===== config.mk =====
export PLATFORM = sky130hd
export DESIGN_NAME = shader_loader
export DESIGN_NICKNAME = d
export VERILOG_FILES = /design/src/rtl/shader_loader.sv
export SDC_FILE = /design/constraint.sdc
export NUM_CORES = 1
export LEC_CHECK = 0
export ABC_AREA = 0
export CAP_MARGIN = 15
export CORE_AREA = 2 2 59 66
export CTS_BUF_LIST = sky130_fd_sc_hd__clkbuf_2 sky130_fd_sc_hd__clkbuf_4 sky130_fd_sc_hd__clkbuf_8
export DETAILED_ROUTE_END_ITERATION = 6
export DIE_AREA = 0 0 61 68
export GPL_TIMING_DRIVEN = 0
export HOLD_SLACK_MARGIN = 0.15
export PLACE_DENSITY = 0.85
export SYNTH_ARGS = -nofsm -noshare
export SYNTH_HDL_FRONTEND = slang
export SYNTH_SLANG_ARGS = --single-unit
export TNS_END_PERCENT = 50

===== constraint.sdc =====
create_clock -name clk_i -period 2.6 [get_ports clk_i]
set_input_delay 0.26 -clock clk_i [delete_from_list [all_inputs] [get_ports clk_i]]
set_output_delay 0.26 -clock clk_i [all_outputs]
set_load 0.01 [all_outputs]

===== src/rtl/shader_loader.sv =====
// Serial instruction loader: receives bytes over a slow external SPI link, strobes them into
// a downstream shift memory, then rotates that memory so the first word of the program sits at position 0.
module shader_loader #(
    parameter int NUM_INSTR = 10
) (
    input  logic       clk_i,
    input  logic       rst_ni,
    input  logic       spi_cs_ni,
    input  logic       spi_sclk_i,
    input  logic       spi_mosi_i,
    input  logic       exec_shift_i,
    output logic       shift_o,
    output logic       load_o,
    output logic [7:0] instr_o,
    output logic       busy_o,
    output logic       done_o
);

    localparam int WCW = (NUM_INSTR > 1) ? $clog2(NUM_INSTR) : 1;

    typedef enum logic [1:0] {
        S_IDLE,
        S_RECEIVE,
        S_ALIGN
    } state_e;

    // Two-flop synchronizers; reset values match an idle bus (cs deasserted, sclk low).
    logic [1:0] cs_sync_q;
    logic [1:0] sclk_sync_q;
    logic [1:0] mosi_sync_q;
    logic       sclk_prev_q;

    always_ff @(posedge clk_i or negedge rst_ni) begin
        if (!rst_ni) begin
            cs_sync_q   <= 2'b11;
            sclk_sync_q <= 2'b00;
            mosi_sync_q <= 2'b00;
            sclk_prev_q <= 1'b0;
        end else begin
            // NOTE: non-blocking assignments let every stage sample its predecessor's old value.
            cs_sync_q   <= {cs_sync_q[0], spi_cs_ni};
            sclk_sync_q <= {sclk_sync_q[0], spi_sclk_i};
            mosi_sync_q <= {mosi_sync_q[0], spi_mosi_i};
            sclk_prev_q <= sclk_sync_q[1];
        end
    end

    logic cs_high;
    logic sclk_rise;
    logic mosi_bit;

    assign cs_high   = cs_sync_q[1];
    assign sclk_rise = sclk_sync_q[1] & ~sclk_prev_q;
    assign mosi_bit  = mosi_sync_q[1];

    state_e           state_q, state_d;
    logic [2:0]       bit_cnt_q, bit_cnt_d;
    logic [WCW-1:0]   word_cnt_q, word_cnt_d;
    logic [WCW-1:0]   rot_cnt_q, rot_cnt_d;
    logic [7:0]       shreg_q, shreg_d;
    logic [7:0]       instr_q, instr_d;
    logic             loaded_q, loaded_d;
    logic             shift_q, shift_d;
    logic             load_q, load_d;
    logic             busy_q, busy_d;
    logic             done_q, done_d;

    logic [7:0]       byte_next;
    logic [WCW-1:0]   rot_len;
    logic [WCW-1:0]   word_cnt_inc;

    assign byte_next    = {shreg_q[6:0], mosi_bit};
    assign rot_len      = (word_cnt_q == '0) ? '0 : WCW'(NUM_INSTR) - word_cnt_q;
    assign word_cnt_inc = (word_cnt_q == WCW'(NUM_INSTR - 1)) ? '0 : word_cnt_q + WCW'(1);

    always_comb begin
        // NOTE: every _d gets a default first so no path through the case infers a latch.
        state_d    = state_q;
        bit_cnt_d  = bit_cnt_q;
        word_cnt_d = word_cnt_q;
        rot_cnt_d  = rot_cnt_q;
        shreg_d    = shreg_q;
        instr_d    = instr_q;
        loaded_d   = loaded_q;
        shift_d    = 1'b0;
        load_d     = 1'b0;
        done_d     = 1'b0;

        unique case (state_q)
            S_IDLE: begin
                if (!cs_high) begin
                    state_d    = S_RECEIVE;
                    bit_cnt_d  = '0;
                    word_cnt_d = '0;
                    loaded_d   = 1'b0;
                end
            end
            S_RECEIVE: begin
                // A completing byte wins over cs-high; cs is then seen on the strobe cycle
                // with the word count already including that byte.
                if (sclk_rise && bit_cnt_q == 3'd7) begin
                    shreg_d    = byte_next;
                    instr_d    = byte_next;
                    bit_cnt_d  = '0;
                    word_cnt_d = word_cnt_inc;
                    loaded_d   = 1'b1;
                    shift_d    = 1'b1;
                    load_d     = 1'b1;
                end else if (cs_high) begin
                    if (rot_len == '0) begin
                        state_d = S_IDLE;
                        done_d  = loaded_q;
                    end else begin
                        state_d   = S_ALIGN;
                        rot_cnt_d = rot_len;
                        shift_d   = 1'b1;
                    end
                end else if (sclk_rise) begin
                    shreg_d   = byte_next;
                    bit_cnt_d = bit_cnt_q + 3'd1;
                end
            end
            S_ALIGN: begin
                if (rot_cnt_q <= WCW'(1)) begin
                    state_d = S_IDLE;
                    done_d  = loaded_q;
                end else begin
                    rot_cnt_d = rot_cnt_q - WCW'(1);
                    shift_d   = 1'b1;
                end
            end
            default: state_d = S_IDLE;
        endcase

        busy_d = (state_d != S_IDLE);
    end

    always_ff @(posedge clk_i or negedge rst_ni) begin
        if (!rst_ni) begin
            state_q    <= S_IDLE;
            bit_cnt_q  <= '0;
            word_cnt_q <= '0;
            rot_cnt_q  <= '0;
            shreg_q    <= '0;
            instr_q    <= '0;
            loaded_q   <= 1'b0;
            shift_q    <= 1'b0;
            load_q     <= 1'b0;
            busy_q     <= 1'b0;
            done_q     <= 1'b0;
        end else begin
            state_q    <= state_d;
            bit_cnt_q  <= bit_cnt_d;
            word_cnt_q <= word_cnt_d;
            rot_cnt_q  <= rot_cnt_d;
            shreg_q    <= shreg_d;
            instr_q    <= instr_d;
            loaded_q   <= loaded_d;
            shift_q    <= shift_d;
            load_q     <= load_d;
            busy_q     <= busy_d;
            done_q     <= done_d;
        end
    end

    // In IDLE the execution unit owns the memory shift; otherwise only loader strobes reach it.
    assign shift_o = (state_q == S_IDLE) ? exec_shift_i : shift_q;
    assign load_o  = load_q;
    assign instr_o = instr_q;
    assign busy_o  = busy_q;
    assign done_o  = done_q;

endmodule


# Yosys cells after proc, flatten, opt, wreduce, memory -nomap -nowiden
# Index checks and enable logic that the tools add are counted.
[op_classes]
eq_ne = 13
n_mux = 40
n_reduce_logical = 13
add_sub_neg = 4
n_bitwise = 2
n_lt_le_gt_ge = 1
[op_table]
columns = ["cell", "count"]
rows = [
  ["$mux 4", 8],
  ["$mux 7", 3],
  ["$pmux 4 s2", 2],
  ["$mux 1", 13],
  ["$mux 3", 4],
  ["$ne 2x2->1 const B", 6],
  ["$mux 2", 5],
  ["$logic_not 4->1", 2],
  ["$reduce_bool 2->1", 4],
  ["$ne 3x3->1 const B", 2],
  ["$pmux 1 s2", 3],
  ["$pmux 2 s3", 1],
  ["$pmux 3 s2", 1],
  ["$reduce_and 3->1", 2],
  ["$reduce_and 5->1", 1],
  ["$add 4x1->4 const B", 1],
  ["$eq 4x4->1 const B", 1],
  ["$le 4x1->1 const B", 1],
  ["$reduce_and 4->1", 1],
  ["$sub 4x1->4 const B", 1],
  ["$sub 4x4->4 const A", 1],
  ["$add 3x1->3 const B", 1],
  ["$eq 3x3->1 const B", 1],
  ["$eq 2x1->1 const B", 1],
  ["7 further kinds", 7],
]
[totals]
output_inout_bits = 12
reg_bits = 40
input_bits = 6
wordCells = 88

# Depth between registers and ports, before layout
[depth]
word_depth = 8
ltp_mapped = 7
depth_no_buf = 7

# Least setup slack after synthesis
# No wires, ideal clock.
[synth_path]
path_kind = "register to register"
start = "register bit_cnt_q[0]"
end = "register rot_cnt_q[2]"
path_stages_with_launch = 8
slack_ns = 0.767
arrival_time_ns = 1.743
t_required_ns = 2.510
path_buffers = 1
setup_ns = 0.090
synth_period_minus_slack_ns = 1.833
cell_sequence = "dfrtp_1 -> ha_1 -> ha_1 -> nand4b_1 -> buf_2 -> nand2_1 -> or4b_1 -> o2111ai_1"
[synth_between]
elab_chain_len = 4
[synth_rtl]
columns = ["item", "line", "rtl"]
rows = [
  ["start, declared", "57", "logic [2:0] bit_cnt_q, bit_cnt_d;"],
  ["start signal, assigned", "153", "bit_cnt_q <= bit_cnt_d;"],
  ["$eq 3x3->1", "101", "if (sclk_rise && bit_cnt_q == 3'd7) begin"],
  ["$logic_and 1x1->1", "101", ""],
  ["$ne 2x2->1 (no source line)", "n/a", ""],
  ["$reduce_and 5->1 (no source line)", "n/a", ""],
  ["end signal, assigned", "155", "rot_cnt_q <= rot_cnt_d;"],
  ["end, declared", "59", "logic [WCW-1:0] rot_cnt_q, rot_cnt_d;"],
]
# Every way passes these cells.
# A chain may end at the register's enable or synchronous reset.

# Final worst setup path
[layout_path]
start = "register state_q[0]"
end = "output port shift_o"
[layout_between]
elab_chain_len = 2
[layout_rtl]
columns = ["item", "line", "rtl"]
rows = [
  ["start, declared", "56", "state_e state_q, state_d;"],
  ["start signal, assigned", "152", "state_q <= state_d;"],
  ["$logic_not 2->1", "167", "assign shift_o = (state_q == S_IDLE) ? exec_shift_i : shift_q;"],
  ["$mux 1", "167", ""],
  ["end, declared", "12", "output logic shift_o,"],
]
# Every way passes these cells.

==> results.ini <==
[synth]
synth_cells = 193
synthSimpleGateAreaFrac_pct = 19.1
synth_area_mm2 = 0.00197
async_reset_ff_share_pct = 100
synth_xor_area_share_pct = 1.33
synth_ff_type = dfrtp_1
synth.ff_latch_count = 40
synth_adder_area_share_pct = 5.08
synth_cell_types = 47
synth_nets = 207
synth_top_family_by_area = simple AND/OR/NAND/NOR gates
muxShareOfSynthArea_pct = 5.14
synth_warnings = 0
synth_edf_count = 0
ys_seq_area_share_pct = 50.9
synth_compound_area_share_pct = 13.9
avgSynthCellArea_um2 = 10.2

[timing]
rsz0062_at_grt = false
timing.final.crit_share_pct = 93.3
max_freq_ghz = 0.412
fin_crit_ns = 2.43
setup_viol = 0
final_hold_viol_count = 0
tns_ns = 0
slew-limit-headroom_pct = 42.5
tightestPinTransition_ns = 0.862
finClkSkew_ns = 0.00563
drv_slew = 0
holdWs_ns = 0.356
setup_ws_ns = 0.174

[pwr]
power.leakage_nw = 1.10
power_density_mw_per_mm2 = 711
power_mw = 1.64
vdd_drop_max_mv = 0.402

[die]
ioPinCount = 18
die_h_um = 68
start_util_pct = 55.7
num_rows = 23
die_x_um = 61
design.die.area_mm2 = 0.00415
core_mm2 = 0.00354

[placement]
dp_hpwl_mm = 2.61
place_ws_ns = 0.500
io_buffers = 17
placedInstanceArea_mm2 = 0.00220
place_inst = 260
gp_congestion = 0.893

[drt]
antenna_left = 0
dr.pass1.iters = 4
routedWlPerCell_um = 14.0
vias_per_cell = 5.63
wl_mm = 3.76
num_vias = 1515
drc = 0
first_iter_violations = 90

[clock_network]
cts_tree = built
cts_buffer_depth = 2
clk_pin_slew_ns = 0.08
ctsHoldBuffers = 1
clock_latency_ns = 0.30
cts_root_buffer = clkbuf_8
cts.repair.resized = 0
htreeDepth = 2
cts_setup_buffers = 0
numCtsBuffers = 5
cts_num_sinks = 40

[layout]
utilization_pct = 65.0
layout.nets = 232
area_growth_pct = 16.8
regArea_mm2 = 0.00100
fin_area_mm2 = 0.00230
final_cell_count_no_fill = 269
drive_above_1_share_pct = 14.2
multiInputGateArea_um2 = 878
n_fill_cell = 298
n_antenna_cell = 0

[global_route]
antenna_found_initial = 0
grt_usage_pct = 20.8
grt_overflow_total = 0
grt_pass1_vias = 1429
grt_pass1_wl_mm = 6.32
grt_max_degree = 41

[hold_path]
hp-class = reg -> reg

[worst_setup_path]
slowest_stage = clkdlybuf4s50_1
crit_required_ns = 2.34
critical_path_arrival_ns = 2.17
crit_type = reg -> out
cp-end-kind = output pin
crit_fanout = 9
path_cells = inv_1, ha_1, clkbuf_1, mux2_2, clkdlybuf4s50_1
start_kind = flop
max_stage_delay_ns = 0.47

[flow_run]
cap_viol_max_count = 0

[outcome]
status = completed

## critical path, delay by kind of cell (launching register included)
| kind | cells | cell delay, ns |
|---|---|---|
| buffers and inverters | 3 | 0.92 |
| flip-flops | 1 | 0.42 |
| adder cells (fa/ha/maj) | 1 | 0.15 |
| multiplexers | 1 | 0.38 |
## path summary, 6_finish.rpt
| path | start | end | slack [ns] | depth (start not counted) |
|---|---|---|---|---|
| min in group asynchronous | rst_ni | rot_cnt_q[0]$_DFFE_PN0P_ | 0.61 | 2 |
| min | mosi_sync_q[0]$_DFF_PN0_ | mosi_sync_q[1]$_DFF_PN0_ | 0.36 | 0 |
| max in group asynchronous | rst_ni | sclk_prev_q$_DFF_PN0_ | 1.44 | 2 |
| min reg2reg | mosi_sync_q[0]$_DFF_PN0_ | mosi_sync_q[1]$_DFF_PN0_ | 0.36 | 0 |
| max reg2reg | bit_cnt_q[0]$_DFFE_PN0P_ | rot_cnt_q[1]$_DFFE_PN0P_ | 0.48 | 7 |
| max | state_q[0]$_DFF_PN0_ | shift_o | 0.17 | 5 |
## cells in the final DEF (no fill, tap or decap), drive strengths merged, types with 2 or more instances in the layout
cell	synthesis	layout
mux2	9	9
o31a	2	2
inv	12	12
nor3	5	5
o211ai	2	2
a21o	3	3
clkdlybuf4s50	0	16
o21ai	10	10
nand2	34	34
o311ai	2	2
clkbuf	5	11
nor4	2	2
nand2b	3	3
nor2b	2	2
nand4b	2	2
ha	8	8
and2	2	2
buf	4	5
nand3	2	2
a31oi	2	2
nand3b	2	2
nor2	7	7
and3	3	3
or3	3	3
nand4	4	4
xor2	3	3
dfrtp	38	38
dfstp	2	2
or2	2	2
a21oi	5	5
a41oi	2	2
## where the power goes
part           internal [mW]  switching [mW]  leakage [nW]
logic                  0.203           0.251         0.525
registers              0.701          0.0556         0.529
clock network          0.201           0.224        0.0448
total                   1.11           0.531          1.10
## logic make-up after synthesis
family          count (synthesis)
compound gates                 37
xor+xnor                        3
fa+ha+maj                       8
buf+inv                        21
flops                          40
mux                             9
simple gates                   75
## flip-flops by register name (all words and copies together) (netlist names)
| name | cells |
|---|---|
| loaded_q | 1 |
| done_o | 1 |
| instr_o | 8 |
| busy_o | 1 |
| shift_q | 1 |
| state_q | 2 |
| sclk_prev_q | 1 |
| sclk_sync_q | 2 |
| cs_sync_q | 2 |
| mosi_sync_q | 2 |
| shreg_q | 7 |
| bit_cnt_q | 3 |
| load_o | 1 |
| word_cnt_q | 4 |
| rot_cnt_q | 4 |
## metal layers
metal	routed length, µm	vias up	track usage [%]
met5	0	-	0
met1	1670	730	27.2
li1	-	734	-
met4	82	0	8.97
met2	1860	41	32.1
met3	152	10	6.24
## Yosys cell counts (2+ instances only)
cell type | number | area share (%)
o31a_1 | 2 | 0.89
nor3_1 | 5 | 1.3
inv_1 | 9 | 1.7
or3_1 | 3 | 0.95
mux2_2 | 8 | 4.6
nand2_1 | 34 | 6.5
a21o_1 | 3 | 1.1
o211ai_1 | 2 | 0.76
dfstp_2 | 2 | 2.7
buf_2 | 3 | 0.76
and3_1 | 3 | 0.95
nand4_1 | 4 | 1.3
a41oi_1 | 2 | 0.89
nand3b_1 | 2 | 0.76
nand3_1 | 2 | 0.51
clkbuf_1 | 5 | 0.95
o21ai_1 | 4 | 1.0
inv_2 | 3 | 0.57
nor2_1 | 6 | 1.1
or2_2 | 2 | 0.63
a21oi_1 | 5 | 1.3
nand4b_1 | 2 | 0.89
o21ai_0 | 6 | 1.5
nor2b_1 | 2 | 0.63
o311ai_1 | 2 | 0.89
dfrtp_1 | 38 | 48
nor4_1 | 2 | 0.63
ha_1 | 8 | 5.1
a31oi_1 | 2 | 0.63
nand2b_1 | 3 | 0.95
xor2_1 | 3 | 1.3
## layout make-up
cell class | instances | area share [%]
sequential | 40 | 43.6
multi-input combinational | 132 | 38.2
timing repair buffer | 18 | 7.61
clock buffer | 6 | 3.32
tap | 50 | 2.72
buffer | 9 | 1.96
inverter | 12 | 1.96
clock inverter | 2 | 0.707
Note: power is estimated with default switching activity, not from simulation.
